`src/rtl/train_step_driver_pkg.sv`:
```
`default_nettype none
// ============================================================================
// Module      : train_step_driver_pkg
// Description : Shared FSM state encoding, controller state codes and helpers
//               for the train step driver.
// Revision    : 1.0 - initial release
// ============================================================================
package train_step_driver_pkg;

    // Driver FSM states
    typedef enum logic [2:0] {
        ST_IDLE    = 3'd0,
        ST_ADVANCE = 3'd1,
        ST_DWELL   = 3'd2,
        ST_RETURN  = 3'd3,
        ST_FAULT   = 3'd4
    } fsm_state_t;

    // Train controller counter codes
    localparam logic [3:0] S_HOME  = 4'b0000;
    localparam logic [3:0] S_STN_A = 4'b0110;
    localparam logic [3:0] S_STN_B = 4'b0111;
    localparam logic [3:0] S_END_A = 4'b1110;
    localparam logic [3:0] S_END_B = 4'b1111;

    // True when the controller is parked at the station (either loop code)
    function automatic logic is_station(input logic [3:0] code);
        return (code == S_STN_A) || (code == S_STN_B);
    endfunction

    // True when the controller has reached the end of the line
    function automatic logic is_end(input logic [3:0] code);
        return (code == S_END_A) || (code == S_END_B);
    endfunction

endpackage : train_step_driver_pkg
`default_nettype wire

```
`src/rtl/train_step_driver_if.sv`:
```
`default_nettype none
// ============================================================================
// Module      : train_step_driver_if
// Description : Operator/controller-side signal bundle of the step driver.
//               master = the driver, slave = operator panel + controller.
// Revision    : 1.0 - initial release
// ============================================================================
interface train_step_driver_if;

    logic       start_btn;
    logic       sensor;
    logic [3:0] present_state;
    logic       en;
    logic       y;
    logic       busy;
    logic       fault;
    logic [7:0] trip_cnt;

    modport master (
        input  start_btn,
        input  sensor,
        input  present_state,
        input  en,
        output y,
        output busy,
        output fault,
        output trip_cnt
    );

    modport slave (
        output start_btn,
        output sensor,
        output present_state,
        output en,
        input  y,
        input  busy,
        input  fault,
        input  trip_cnt
    );

endinterface : train_step_driver_if
`default_nettype wire

```
`src/rtl/train_step_driver_input_debounce.sv`:
```
`default_nettype none
// ============================================================================
// Module      : input_debounce
// Description : 2-flop synchronizer followed by a counter debouncer. The
//               output follows the synchronized input only after DEB_CYCLES
//               consecutive samples that differ from the current output.
// Revision    : 1.0 - initial release
// ============================================================================
module input_debounce #(
    parameter int DEB_CYCLES = 4
) (
    input  wire logic clk,
    input  wire logic rst,
    input  wire logic din,
    output logic      dout
);

    localparam int CNT_W = (DEB_CYCLES > 1) ? $clog2(DEB_CYCLES) : 1;

    logic             sync1_q, sync1_d;
    logic             sync2_q, sync2_d;
    logic             deb_q,   deb_d;
    logic [CNT_W-1:0] cnt_q,   cnt_d;

    // Synchronize, then count consecutive samples disagreeing with the output
    always_comb begin
        sync1_d = din;
        sync2_d = sync1_q;
        deb_d   = deb_q;
        cnt_d   = '0;
        if (sync2_q != deb_q) begin
            if (cnt_q == CNT_W'(DEB_CYCLES - 1)) begin
                deb_d = sync2_q;
            end else begin
                cnt_d = cnt_q + CNT_W'(1);
            end
        end
    end

    // Register synchronizer stages, counter and debounced level
    always_ff @(posedge clk) begin
        if (rst) begin
            sync1_q <= 1'b0;
            sync2_q <= 1'b0;
            deb_q   <= 1'b0;
            cnt_q   <= '0;
        end else begin
            sync1_q <= sync1_d;
            sync2_q <= sync2_d;
            deb_q   <= deb_d;
            cnt_q   <= cnt_d;
        end
    end

    assign dout = deb_q;

endmodule : input_debounce
`default_nettype wire

```
`src/rtl/train_step_driver.sv`:
```
`default_nettype none
// ============================================================================
// Module      : train_step_driver
// Description : Drives the y step request of a 4-bit train controller through
//               one trip: home -> station dwell -> end of line -> home, with
//               debounced operator inputs, ack timeout and sticky fault.
// Revision    : 1.0 - initial release
// ============================================================================
module train_step_driver
    import train_step_driver_pkg::*;
#(
    parameter int DEB_CYCLES   = 4,
    parameter int DWELL_CYCLES = 8,
    parameter int ACK_TIMEOUT  = 16
) (
    input  wire logic           clk,
    input  wire logic           rst,
    train_step_driver_if.master bus
);

    localparam int DW_W = $clog2(DWELL_CYCLES + 1);
    localparam int TO_W = (ACK_TIMEOUT > 1) ? $clog2(ACK_TIMEOUT) : 1;

    logic start_deb;
    logic sensor_deb;

    input_debounce #(.DEB_CYCLES(DEB_CYCLES)) u_start_deb (
        .clk  (clk),
        .rst  (rst),
        .din  (bus.start_btn),
        .dout (start_deb)
    );

    input_debounce #(.DEB_CYCLES(DEB_CYCLES)) u_sensor_deb (
        .clk  (clk),
        .rst  (rst),
        .din  (bus.sensor),
        .dout (sensor_deb)
    );

    fsm_state_t        state_q,      state_d;
    logic [3:0]        prev_state_q, prev_state_d;
    logic              start_prev_q, start_prev_d;
    logic              sensor_ok_q,  sensor_ok_d;
    logic [DW_W-1:0]   dwell_cnt_q,  dwell_cnt_d;
    logic [TO_W-1:0]   tmo_q,        tmo_d;
    logic [7:0]        trip_cnt_q,   trip_cnt_d;
    logic              y_q,          y_d;
    logic              busy_q,       busy_d;
    logic              fault_q,      fault_d;

    logic start_req;
    logic ack;
    logic timed_state;
    logic tmo_hit;
    logic arrive_station;
    logic fault_cond;

    // Next-state, counters and registered Moore outputs
    always_comb begin
        start_req    = start_deb & ~start_prev_q;
        ack          = (bus.present_state != prev_state_q);
        timed_state  = (state_q == ST_ADVANCE) || (state_q == ST_RETURN);
        tmo_hit      = timed_state && !ack && (tmo_q == TO_W'(ACK_TIMEOUT - 1));
        // Only a fresh arrival at the station starts a dwell; leaving the
        // dwell while still on 0110/0111 must not re-enter it.
        arrive_station = is_station(bus.present_state) && !is_station(prev_state_q);
        fault_cond   = (bus.en && (state_q != ST_ADVANCE)) || tmo_hit;

        state_d = state_q;
        case (state_q)
            ST_IDLE: begin
                if (start_req) begin
                    state_d = (bus.present_state == S_HOME) ? ST_ADVANCE : ST_FAULT;
                end
            end
            ST_ADVANCE: begin
                if (arrive_station) begin
                    state_d = ST_DWELL;
                end else if (is_end(bus.present_state)) begin
                    state_d = ST_RETURN;
                end
            end
            ST_DWELL: begin
                if (!is_station(bus.present_state)) begin
                    state_d = ST_FAULT;
                end else if ((dwell_cnt_q == DW_W'(DWELL_CYCLES)) && sensor_ok_q) begin
                    state_d = ST_ADVANCE;
                end
            end
            ST_RETURN: begin
                if (bus.present_state == S_HOME) begin
                    state_d = ST_IDLE;
                end
            end
            ST_FAULT: state_d = ST_FAULT;
            default:  state_d = ST_FAULT;
        endcase
        // Fault conditions override any normal transition
        if (fault_cond) begin
            state_d = ST_FAULT;
        end

        prev_state_d = bus.present_state;
        start_prev_d = start_deb;

        if ((state_q == ST_DWELL) && (state_d == ST_ADVANCE)) begin
            sensor_ok_d = 1'b0;
        end else begin
            sensor_ok_d = sensor_ok_q | sensor_deb;
        end

        if (state_q != ST_DWELL) begin
            dwell_cnt_d = '0;
        end else if (dwell_cnt_q != DW_W'(DWELL_CYCLES)) begin
            dwell_cnt_d = dwell_cnt_q + DW_W'(1);
        end else begin
            dwell_cnt_d = dwell_cnt_q;
        end

        if (ack || (state_d != state_q) || !timed_state) begin
            tmo_d = '0;
        end else begin
            tmo_d = tmo_q + TO_W'(1);
        end

        trip_cnt_d = trip_cnt_q;
        if ((state_q == ST_RETURN) && (state_d == ST_IDLE)) begin
            trip_cnt_d = trip_cnt_q + 8'd1;
        end

        y_d     = (state_d == ST_ADVANCE);
        busy_d  = (state_d == ST_ADVANCE) || (state_d == ST_DWELL) || (state_d == ST_RETURN);
        fault_d = (state_d == ST_FAULT);
    end

    // FSM state, bookkeeping registers and outputs
    always_ff @(posedge clk) begin
        if (rst) begin
            state_q      <= ST_IDLE;
            prev_state_q <= 4'd0;
            start_prev_q <= 1'b0;
            sensor_ok_q  <= 1'b0;
            dwell_cnt_q  <= '0;
            tmo_q        <= '0;
            trip_cnt_q   <= 8'd0;
            y_q          <= 1'b0;
            busy_q       <= 1'b0;
            fault_q      <= 1'b0;
        end else begin
            state_q      <= state_d;
            prev_state_q <= prev_state_d;
            start_prev_q <= start_prev_d;
            sensor_ok_q  <= sensor_ok_d;
            dwell_cnt_q  <= dwell_cnt_d;
            tmo_q        <= tmo_d;
            trip_cnt_q   <= trip_cnt_d;
            y_q          <= y_d;
            busy_q       <= busy_d;
            fault_q      <= fault_d;
        end
    end

    assign bus.y        = y_q;
    assign bus.busy     = busy_q;
    assign bus.fault    = fault_q;
    assign bus.trip_cnt = trip_cnt_q;

endmodule : train_step_driver
`default_nettype wire

```
`src/flat_wrapper.sv`:
```
// flat-port wrapper written by rule: the top's interface ports become plain ports
module train_step_driver_flat import train_step_driver_pkg::*;
#(
    parameter int DEB_CYCLES   = 4,
    parameter int DWELL_CYCLES = 8,
    parameter int ACK_TIMEOUT  = 16
)
  (clk, rst, bus_start_btn, bus_sensor, bus_present_state, bus_en, bus_y, bus_busy, bus_fault, bus_trip_cnt);
  train_step_driver_if bus_i ();
  input  wire logic clk;
  input  wire logic rst;
  input wire logic [$bits(bus_i.start_btn)-1:0] bus_start_btn;
  input wire logic [$bits(bus_i.sensor)-1:0] bus_sensor;
  input wire logic [$bits(bus_i.present_state)-1:0] bus_present_state;
  input wire logic [$bits(bus_i.en)-1:0] bus_en;
  output wire logic [$bits(bus_i.y)-1:0] bus_y;
  output wire logic [$bits(bus_i.busy)-1:0] bus_busy;
  output wire logic [$bits(bus_i.fault)-1:0] bus_fault;
  output wire logic [$bits(bus_i.trip_cnt)-1:0] bus_trip_cnt;
  assign bus_i.start_btn = bus_start_btn;
  assign bus_i.sensor = bus_sensor;
  assign bus_i.present_state = bus_present_state;
  assign bus_i.en = bus_en;
  assign bus_y = bus_i.y;
  assign bus_busy = bus_i.busy;
  assign bus_fault = bus_i.fault;
  assign bus_trip_cnt = bus_i.trip_cnt;
  train_step_driver #(.DEB_CYCLES(DEB_CYCLES), .DWELL_CYCLES(DWELL_CYCLES), .ACK_TIMEOUT(ACK_TIMEOUT)) u_core (.clk(clk), .rst(rst), .bus(bus_i));
endmodule
```
`config.mk`:
```
export PLATFORM = sky130hd
export DESIGN_NAME = train_step_driver_flat
export DESIGN_NICKNAME = d
export VERILOG_FILES = /design/src/rtl/train_step_driver_pkg.sv /design/src/rtl/train_step_driver_if.sv /design/src/rtl/train_step_driver_input_debounce.sv /design/src/rtl/train_step_driver.sv /design/src/flat_wrapper.sv
export SDC_FILE = /design/constraint.sdc
export NUM_CORES = 1
export LEC_CHECK = 0
export CELL_PAD_IN_SITES_DETAIL_PLACEMENT = 0
export CELL_PAD_IN_SITES_GLOBAL_PLACEMENT = 1
export CORE_MARGIN = 4
export CORE_UTILIZATION = 48
export CTS_BUF_LIST = sky130_fd_sc_hd__clkbuf_8
export DETAILED_ROUTE_END_ITERATION = 10
export PLACE_DENSITY = 0.85
export SYNTH_ARGS = -nofsm -noshare
export SYNTH_HDL_FRONTEND = slang
export SYNTH_SLANG_ARGS = --single-unit
```
`constraint.sdc`:
```
create_clock -name clk -period 4 [get_ports clk]
set_clock_uncertainty 0.2 [all_clocks]
set_input_delay 1.2 -clock clk [delete_from_list [all_inputs] [get_ports clk]]
set_output_delay 1.2 -clock clk [all_outputs]
set_load 0.02 [all_outputs]
```
==> impl_metrics.yaml, run 1 <==
floorplanning:
  dieWidth_um: 70.20
  fp.dieArea_mm2: 0.004927
  coreArea_mm2: 0.003689
  io_pins: 20
  initial_core_util: 0.5034
  die_height_um: 70.20
  rows: 22
place:
  portBuffers: 19
  placed_area_mm2: 0.002090
  dp_slack_ps: 409.5
  gp_congestion: 0.8625
  dp_hpwl_mm: 2.692
grt:
  grt.overflow.total: 0
  grt_pass1_wl_mm: 6.699
  grt_pass1_vias: 1504
  grt_use_total: 0.1678
  grt_max_degree: 19
  grt_antenna_before_repair: 0
yosys:
  synthArstFlopShare: 0
  synthCells: 190
  yosys.area_share.simple: 0.2615
  seq_area_frac_synth: 0.4097
  yosys.area.top_type: "dfxtp_1"
  syn_area_per_cell_um2: 9.773
  synth_edf_count: 0
  synth_compound_area_frac: 0.1408
  ys.flop_type: "dfxtp_1"
  synth_top_area_frac: 0.4097
  synth_top_family_by_area: "simple AND/OR/NAND/NOR gates"
  synth.area.top_cells: "dfxtp_1 41%, nor2b_1 5.7%, a2111oi_2 4.9%"
  synth_seq_cells: 38
  synth.net_count: 205
  yosysWarningCount: 0
  synthMuxAreaShare: 0.06469
  synth-adder-area-share: 0.04043
  syn_area_mm2: 0.001857
  yosysUniqueCellTypes: 49
  synth_xor_area_frac: 0.04717
  yosysMostFrequentCell: "dfxtp_1"
  yosys-top-cells-count: "38 x dfxtp_1, 19 x nor2_1, 17 x nor2b_1"
timing:
  fmax_ghz: 0.3049
  setup_viol: 0
  slew_viol_final: 0
  relSlewSlack: 0.5902
  hold_viol: 0
  setup_ws_ps: 720.2
  layout_worst_path_cycle_share: 0.8200
  rsz0062_at_grt: "no"
  fin_crit_ps: 3280
  worstMarginPinSlew_ps: 612.7
  tns_ps: 0
clock_network:
  clock_latency_ps: 290
  cts_buffers: 5
  postCtsSetupRepairBufs: 0
  tritoncts: "yes"
  cts_sinks: 38
  clk_pin_slew_ps: 70
  cts_buffer_depth: 2
  root_buffer: "clkbuf_8"
  htree_levels: 2
  hold_buffers: 0
  cts_resized: 0
power_and_ir_drop:
  switching_share: 0.2171
  p_switching_uw: 163.1
  p_leak_uw: 0.0007822
  powerDensity_mw_per_mm2: 341.8
  p_comb_frac: 0.064
  vdd_drop_max_mv: 0.1912
  p_int_uw: 588.3
  clkPwrFrac: 0.419
  power_frac_seq: 0.517
cells_and_area:
  nNetsFinal: 226
  final_cell_area_mm2: 0.002198
  finalCoreUtilization: 0.5960
  fillerInstances: 349
  antenna_cells: 0
  drive_above_1_share: 0.1226
  area_growth_pct: 18.40
setup_path:
  path_cells: "clkdlybuf4s50_1 > nor4_4 > nand3_4 > a2111oi_2 > mux2_1"
  crit_type: "input pin to flip-flop"
  slowest_stage: "nor4_4"
  worstPathMaxFanout: 8
  critPathArrivalTime_ps: 3260
  cp-start-kind: "input pin"
  cpPeakStageDelay_ps: 590
  end_kind: "flip-flop"
  required_ps: 3980
route:
  drc: 0
  first_iter_violations: 79
  routed_wl_mm: 3.737
  ant_nets: 0
  vias_per_cell: 5.654
  wl_per_cell_um: 14.37
  vias: 1470
  dr.pass1.iters: 4
worst_hold_path:
  hp-class: "flip-flop to flip-flop"
run:
  max_cap_violations: 0
run_status:
  status: "completed"
[worst paths after layout]
| path | start | endpoint | slack [ps] | cells past startpoint |
|---|---|---|---|---|
| max | bus_present_state[1] | u_core.bus.trip_cnt[5]$_SDFFE_PP0P_ | 720 | 5 |
| min | u_core.u_sensor_deb.cnt_q[0]$_SDFF_PP0_ | u_core.u_sensor_deb.cnt_q[0]$_SDFF_PP0_ | 220 | 1 |
| max reg2reg | u_core.state_q[0]$_SDFF_PP0_ | u_core.bus.trip_cnt[5]$_SDFFE_PP0P_ | 1850 | 4 |
| min reg2reg | u_core.u_sensor_deb.cnt_q[0]$_SDFF_PP0_ | u_core.u_sensor_deb.cnt_q[0]$_SDFF_PP0_ | 220 | 1 |
[metal layers]
layer	global-route usage	routed length, um	vias up
met4	0.06383	59	0
met2	0.2833	1836	37
met3	0.04892	133	7
li1	-	-	729
met1	0.1998	1707	697
met5	0	0	-
[metrics by stage]
stage,instances,total power [uW],hold WS [ps]
floorplan,190,425.1,197.4
global placement,252,443.6,204.4
detailed placement,252,444.7,214.3
CTS,260,762.1,224.4
global route,260,790.1,248.1
finish,260,751.4,221.5
[critical path: cells and delay by family]
family          cells  cell delay, ps
mux                 1             350
compound gates      1             360
buf+inv             1             530
simple gates        2             820
[cells by family after synthesis]
| kind of cell | after synthesis |
|---|---|
| XOR/XNOR | 10 |
| multiplexers | 11 |
| AO/OA/AOI/OAI | 28 |
| buffers and inverters | 16 |
| flip-flops | 38 |
| AND/OR/NAND/NOR | 81 |
| adder cells (fa/ha/maj) | 6 |
[power by group through the flow]
stage	sequential, uW	clock (uW)	combinational [uW]
2_1_floorplan	397	0	28.3
3_3_place_gp	397	0	47.1
3_5_place_dp	397	0	47.8
4_1_cts	388	326	48.3
5_1_grt	389	348	53.3
6_report	388	315	48.0
[sequential cells by signal (all words and copies together) (netlist names), 2 cells and up]
register                   cells
u_core.u_start_deb.cnt_q       2
u_core.state_q                 3
u_core.dwell_cnt_q             4
u_core.bus.trip_cnt            8
u_core.tmo_q                   4
u_core.prev_state_q            4
u_core.u_sensor_deb.cnt_q      2
[cells in the final DEF, fill, tap and decap left out, drive strengths merged, types with 5 or more instances in the layout]
| cell type | synthesis | final |
|---|---|---|
| a2111oi | 6 | 6 |
| clkbuf | 3 | 5 |
| clkdlybuf4s50 | 0 | 19 |
| dfxtp | 38 | 38 |
| ha | 6 | 6 |
| inv | 9 | 9 |
| mux2 | 8 | 8 |
| nand2 | 9 | 9 |
| nand3 | 9 | 9 |
| nor2 | 19 | 19 |
| nor2b | 17 | 17 |
| nor4 | 6 | 6 |
| xnor2 | 5 | 5 |
| xor2 | 5 | 5 |
[layout make-up]
| class | instances | area, um2 | share of cell area |
|---|---|---|---|
| Clock buffer | 5 | 68.82 | 0.03130 |
| Clock inverter | 3 | 40.04 | 0.01821 |
| Inverter | 9 | 33.78 | 0.01537 |
| Multi-Input combinational cell | 136 | 1030 | 0.4684 |
| Sequential cell | 38 | 760.7 | 0.3460 |
| Tap cell | 48 | 60.06 | 0.02732 |
| Timing Repair Buffer | 21 | 205.2 | 0.09334 |
Power figures use the tool's default switching activity.
==> run 2, diff against run 1 <==
--- a/config.mk
+++ b/config.mk
@@ -8,10 +8,10 @@
 export CELL_PAD_IN_SITES_DETAIL_PLACEMENT = 0
 export CELL_PAD_IN_SITES_GLOBAL_PLACEMENT = 1
 export CORE_MARGIN = 4
-export CORE_UTILIZATION = 48
+export CORE_UTILIZATION = 41
 export CTS_BUF_LIST = sky130_fd_sc_hd__clkbuf_8
 export DETAILED_ROUTE_END_ITERATION = 10
-export PLACE_DENSITY = 0.85
+export PLACE_DENSITY = 0.77
 export SYNTH_ARGS = -nofsm -noshare
 export SYNTH_HDL_FRONTEND = slang
 export SYNTH_SLANG_ARGS = --single-unit
==> constraint.sdc (replaced) <==
create_clock -name clk -period 2.97 [get_ports clk]
set_clock_uncertainty 0.2 [all_clocks]
set_input_delay 0.891 -clock clk [delete_from_list [all_inputs] [get_ports clk]]
set_output_delay 0.891 -clock clk [all_outputs]
set_load 0.02 [all_outputs]
==> run 2 against run 1 <==
  * Combinational power grew 44%
  * Clock power is 10% higher
  * Utilization decreased by 8.2 points
  * Critical endpoint is now u_core.tmo_q[2]$_SDFF_PP0_
  * Largest power group unchanged
==> impl_metrics.yaml, run 2 (synthesized netlist as in run 1, its figures left out) <==
run_status:
  status: "completed"
setup_path:
  path_cells: "clkdlybuf4s50_1 > nor4_4 > buf_4 > o32ai_1 > a2111o_1 > nor4_1"
  slowest_stage: "clkdlybuf4s50_1"
  critPathArrivalTime_ps: 2780
  required_ps: 2950
  cpPeakStageDelay_ps: 540
  cp-start-kind: "input pin"
  worstPathMaxFanout: 6
  end_kind: "flip-flop"
  crit_type: "input pin to flip-flop"
timing:
  fin_crit_ps: 2794
  relSlewSlack: 0.6546
  tns_ps: 0
  layout_worst_path_cycle_share: 0.9406
  setup_viol: 0
  rsz0062_at_grt: "no"
  fmax_ghz: 0.3580
  hold_viol: 0
  slew_viol_final: 0
  worstMarginPinSlew_ps: 517.0
place:
  gp_congestion: 0.8587
  portBuffers: 19
  dp_hpwl_mm: 2.887
  placed_area_mm2: 0.002155
clock_network:
  clk_pin_slew_ps: 70
  root_buffer: "clkbuf_8"
  tritoncts: "yes"
  htree_levels: 2
  cts_buffers: 5
  clock_latency_ps: 290
  cts_sinks: 38
  hold_buffers: 0
  postCtsSetupRepairBufs: 0
  cts_resized: 0
  cts_buffer_depth: 2
floorplanning:
  dieWidth_um: 75.30
  fp.dieArea_mm2: 0.005669
  io_pins: 20
  die_height_um: 75.30
  rows: 24
  coreArea_mm2: 0.004354
  initial_core_util: 0.4264
grt:
  grt_max_degree: 23
  grt_pass1_wl_mm: 6.520
  grt_pass1_vias: 1455
  grt_antenna_before_repair: 0
  grt_use_total: 0.1527
  grt.overflow.total: 0
cells_and_area:
  area_growth_pct: 20.49
  layout_common_cells: "38 x dfxtp_1, 19 x nor2_1, 19 x clkdlybuf4s50_1"
  antenna_cells: 0
  final_cell_area_mm2: 0.002237
  nNetsFinal: 234
  finalCoreUtilization: 0.5138
  drive_above_1_share: 0.1468
  largest_register_ffs: 8
  final_common_cell: "dfxtp_1"
route:
  first_iter_violations: 58
  wl_per_cell_um: 14.23
  dr.pass1.iters: 4
  routed_wl_mm: 3.842
  drc: 0
  ant_nets: 0
  vias: 1473
  vias_per_cell: 5.456
power_and_ir_drop:
  vdd_drop_max_mv: 0.2396
  p_total_uw: 939.3
  powerDensity_mw_per_mm2: 419.9
  p_leak_uw: 0.0008081
worst_hold_path:
  hp-class: "flip-flop to flip-flop"
run:
  max_cap_violations: 0
-- run 2: power by group --
group	switching (uW)	total (uW)	internal, uW
logic	37.6	69.3	31.7
clock network	168	347	179
registers	5.14	523	518
total	211	939	728
-- run 2: final cells by class --
class,count,area (um2)
repair buffers,29,265.3
multi-input cells,136,1030
well taps,52,65.06
clock buffers,6,82.58
inverters,9,33.78
flip-flops and latches,38,760.7
fillers,404,2117
-- run 2: critical path, delay by kind of cell --
| family | cells | cell delay (ps) |
|---|---|---|
| AOI/OAI and AO/OA | 2 | 500 |
| and+or+nand+nor | 2 | 670 |
| buffers and inverters | 2 | 730 |
-- run 2: metal layers --
| metal | up-vias | track usage | wire [um] |
|---|---|---|---|
| li1 | 733 | - | - |
| met1 | 701 | 0.1758 | 1654 |
| met2 | 28 | 0.2550 | 1952 |
| met3 | 11 | 0.04222 | 108 |
| met4 | 0 | 0.08544 | 126 |
| met5 | - | 0 | 0 |
-- run 2: worst paths after layout --
path | start | to | slack, ps | cells after the start
max | bus_present_state[3] | u_core.tmo_q[2]$_SDFF_PP0_ | 180 | 6
min | u_core.u_sensor_deb.cnt_q[0]$_SDFF_PP0_ | u_core.u_sensor_deb.cnt_q[0]$_SDFF_PP0_ | 220 | 1
max reg2reg | u_core.state_q[0]$_SDFF_PP0_ | u_core.bus.trip_cnt[6]$_SDFFE_PP0P_ | 750 | 4
min reg2reg | u_core.u_sensor_deb.cnt_q[0]$_SDFF_PP0_ | u_core.u_sensor_deb.cnt_q[0]$_SDFF_PP0_ | 220 | 1
-- run 2: per-stage QoR --
stage | setup WS (ps) | hold slack (ps) | std cells
after floorplan | 450.1 | 197.4 | 190
after global placement | -78.49 | 204.6 | 264
after detailed placement | -147.7 | 213.2 | 264
after CTS | 168.0 | 225.4 | 270
after global routing | 76.39 | 247.4 | 270
final | 176.4 | 217.8 | 270
==> run 3, diff against run 2 <==
--- a/config.mk
+++ b/config.mk
@@ -11,7 +11,7 @@
 export CORE_UTILIZATION = 41
 export CTS_BUF_LIST = sky130_fd_sc_hd__clkbuf_8
 export DETAILED_ROUTE_END_ITERATION = 10
-export PLACE_DENSITY = 0.77
+export PLACE_DENSITY = 0.83
 export SYNTH_ARGS = -nofsm -noshare
 export SYNTH_HDL_FRONTEND = slang
 export SYNTH_SLANG_ARGS = --single-unit
==> run 3 against run 2 <==
  * Cell area increased by 3.0%
  * Sequential power about the same
  * Fmax increased by 1.8%
  * Setup slack improved by 50 ps
  * Flip-flop and latch count unchanged
  * Critical path type unchanged
  * Largest cell class unchanged
==> impl_metrics.yaml, run 3 (synthesized netlist as in run 1, its figures left out) <==
timing:
  hold_viol: 0
  rsz0062_at_grt: "no"
  fmax_ghz: 0.3645
  layout_worst_path_cycle_share: 0.9238
  worstMarginPinSlew_ps: 520.1
  whs_ps: 218.8
  setup_viol: 0
  tns_ps: 0
  relSlewSlack: 0.6526
  slew_viol_final: 0
  fin_crit_ps: 2744
setup_path:
  crit_type: "input pin to flip-flop"
  cp-start-kind: "input pin"
  critPathArrivalTime_ps: 2730
  worstPathMaxFanout: 7
  rr_worst_depth: 4
  r2r-start: "u_core.state_q[0]$_SDFF_PP0_"
  required_ps: 2950
  end_kind: "flip-flop"
  r2r_end: "u_core.bus.trip_cnt[5]$_SDFFE_PP0P_"
  reg2reg_slack_ps: 820
floorplanning:
  fp.dieArea_mm2: 0.005669
  initial_core_util: 0.4264
  rows: 24
  dieWidth_um: 75.30
  die_height_um: 75.30
  coreArea_mm2: 0.004354
  io_pins: 20
power_and_ir_drop:
  p_int_uw: 907.7
  p_leak_uw: 0.0008399
  p_switching_uw: 224.7
  clkPwrFrac: 0.478
  power_frac_seq: 0.461
  vdd_drop_max_mv: 0.2602
  switching_share: 0.1984
  powerDensity_mw_per_mm2: 491.4
  p_comb_frac: 0.061
clock_network:
  hold_buffers: 0
  htree_levels: 2
  root_buffer: "clkbuf_8"
  clk_pin_slew_ps: 70
  tritoncts: "yes"
  clock_latency_ps: 290
  cts_sinks: 38
  cts_buffers: 5
  postCtsSetupRepairBufs: 0
  cts_resized: 0
  cts_buffer_depth: 2
worst_hold_path:
  min_from: "u_core.u_sensor_deb.cnt_q[0]$_SDFF_PP0_"
  hp-class: "flip-flop to flip-flop"
  min_to: "u_core.u_sensor_deb.cnt_q[0]$_SDFF_PP0_"
  holdPathStages: 1
route:
  vias_per_cell: 5.260
  wl_per_cell_um: 12.80
  first_iter_violations: 54
  routed_wl_mm: 3.494
  vias: 1436
  ant_nets: 0
  dr.pass1.iters: 4
  drc: 0
cells_and_area:
  antenna_cells: 0
  area_growth_pct: 24.12
  final_cell_area_mm2: 0.002305
  layout_common_cells: "38 x dfxtp_1, 19 x nor2_1, 19 x clkdlybuf4s50_1"
  drive_above_1_share: 0.1584
  nNetsFinal: 235
  final_common_cell: "dfxtp_1"
  fillerInstances: 404
  finalNonFillerCells: 273
  largest_register_ffs: 8
grt:
  grt_max_degree: 21
  use_met3: 0.05541
  grt_antenna_before_repair: 0
  gr-usage-met2: 0.2244
  grt_pass1_wl_mm: 6.065
  grt_use_total: 0.1430
  grt.overflow.total: 0
  grt_pass1_vias: 1388
  grt_util_met1: 0.1762
  busiest_layer: "met2"
run_status:
  status: "completed"
run:
  max_cap_violations: 0
place:
  portBuffers: 19
  placed_area_mm2: 0.002162
  dp_hpwl_mm: 2.622
  placedCellCount: 265
  gp_congestion: 0.8581
[run 3: worst max-delay path by stage]
stage | from | to | slack (ps)
after floorplan | bus_present_state[1] | u_core.bus.trip_cnt[2]$_SDFFE_PP0P_ | 450
after global placement | bus_present_state[3] | u_core.bus.trip_cnt[5]$_SDFFE_PP0P_ | -100
after detailed placement | bus_present_state[3] | u_core.bus.trip_cnt[5]$_SDFFE_PP0P_ | -130
after CTS | bus_present_state[3] | u_core.bus.trip_cnt[5]$_SDFFE_PP0P_ | 180
after global routing | bus_present_state[3] | u_core.bus.trip_cnt[4]$_SDFFE_PP0P_ | 90
final | bus_present_state[3] | u_core.bus.trip_cnt[5]$_SDFFE_PP0P_ | 230
[run 3: layout make-up]
type | instances | area [um2] | share of cell area
multi-input combinational | 136 | 1030 | 0.4468
timing repair buffer | 30 | 272.8 | 0.1183
sequential | 38 | 760.7 | 0.3301
clock inverter | 2 | 60.06 | 0.02606
clock buffer | 6 | 82.58 | 0.03583
inverter | 9 | 33.78 | 0.01466
tap | 52 | 65.06 | 0.02823
[run 3: per-stage QoR]
stage / setup slack (ps) / util / power [uW]
detailed placement: -127.6 / 0.4966 / 603.6
finish: 226.2 / 0.5293 / 1132
global placement: -101.3 / 0.4966 / 602.9
floorplan: 450.1 / - / 572.6
global route: 92.60 / 0.5293 / 1181
CTS: 183.6 / 0.5293 / 1148
[run 3: metal layers]
metal	up-vias	wire, um
met3	7	132
met4	0	63
li1	741	-
met2	18	1586
met1	670	1712
met5	-	0
[run 3: worst max-delay path, stage by stage]
cell and delay [ps]:
clkdlybuf4s50_1 540, nor4_4 380, nand3_4 190, a2111oi_2 370
mux2_1 360
[run 3: power groups by stage]
stage	Combinational, uW	Clock, uW	Sequential [uW]
finish	68.8	541	523
CTS	69.4	556	522
global route	75.0	582	523
detailed placement	69.3	0	534
global placement	68.3	0	535
floorplan	38.2	0	534
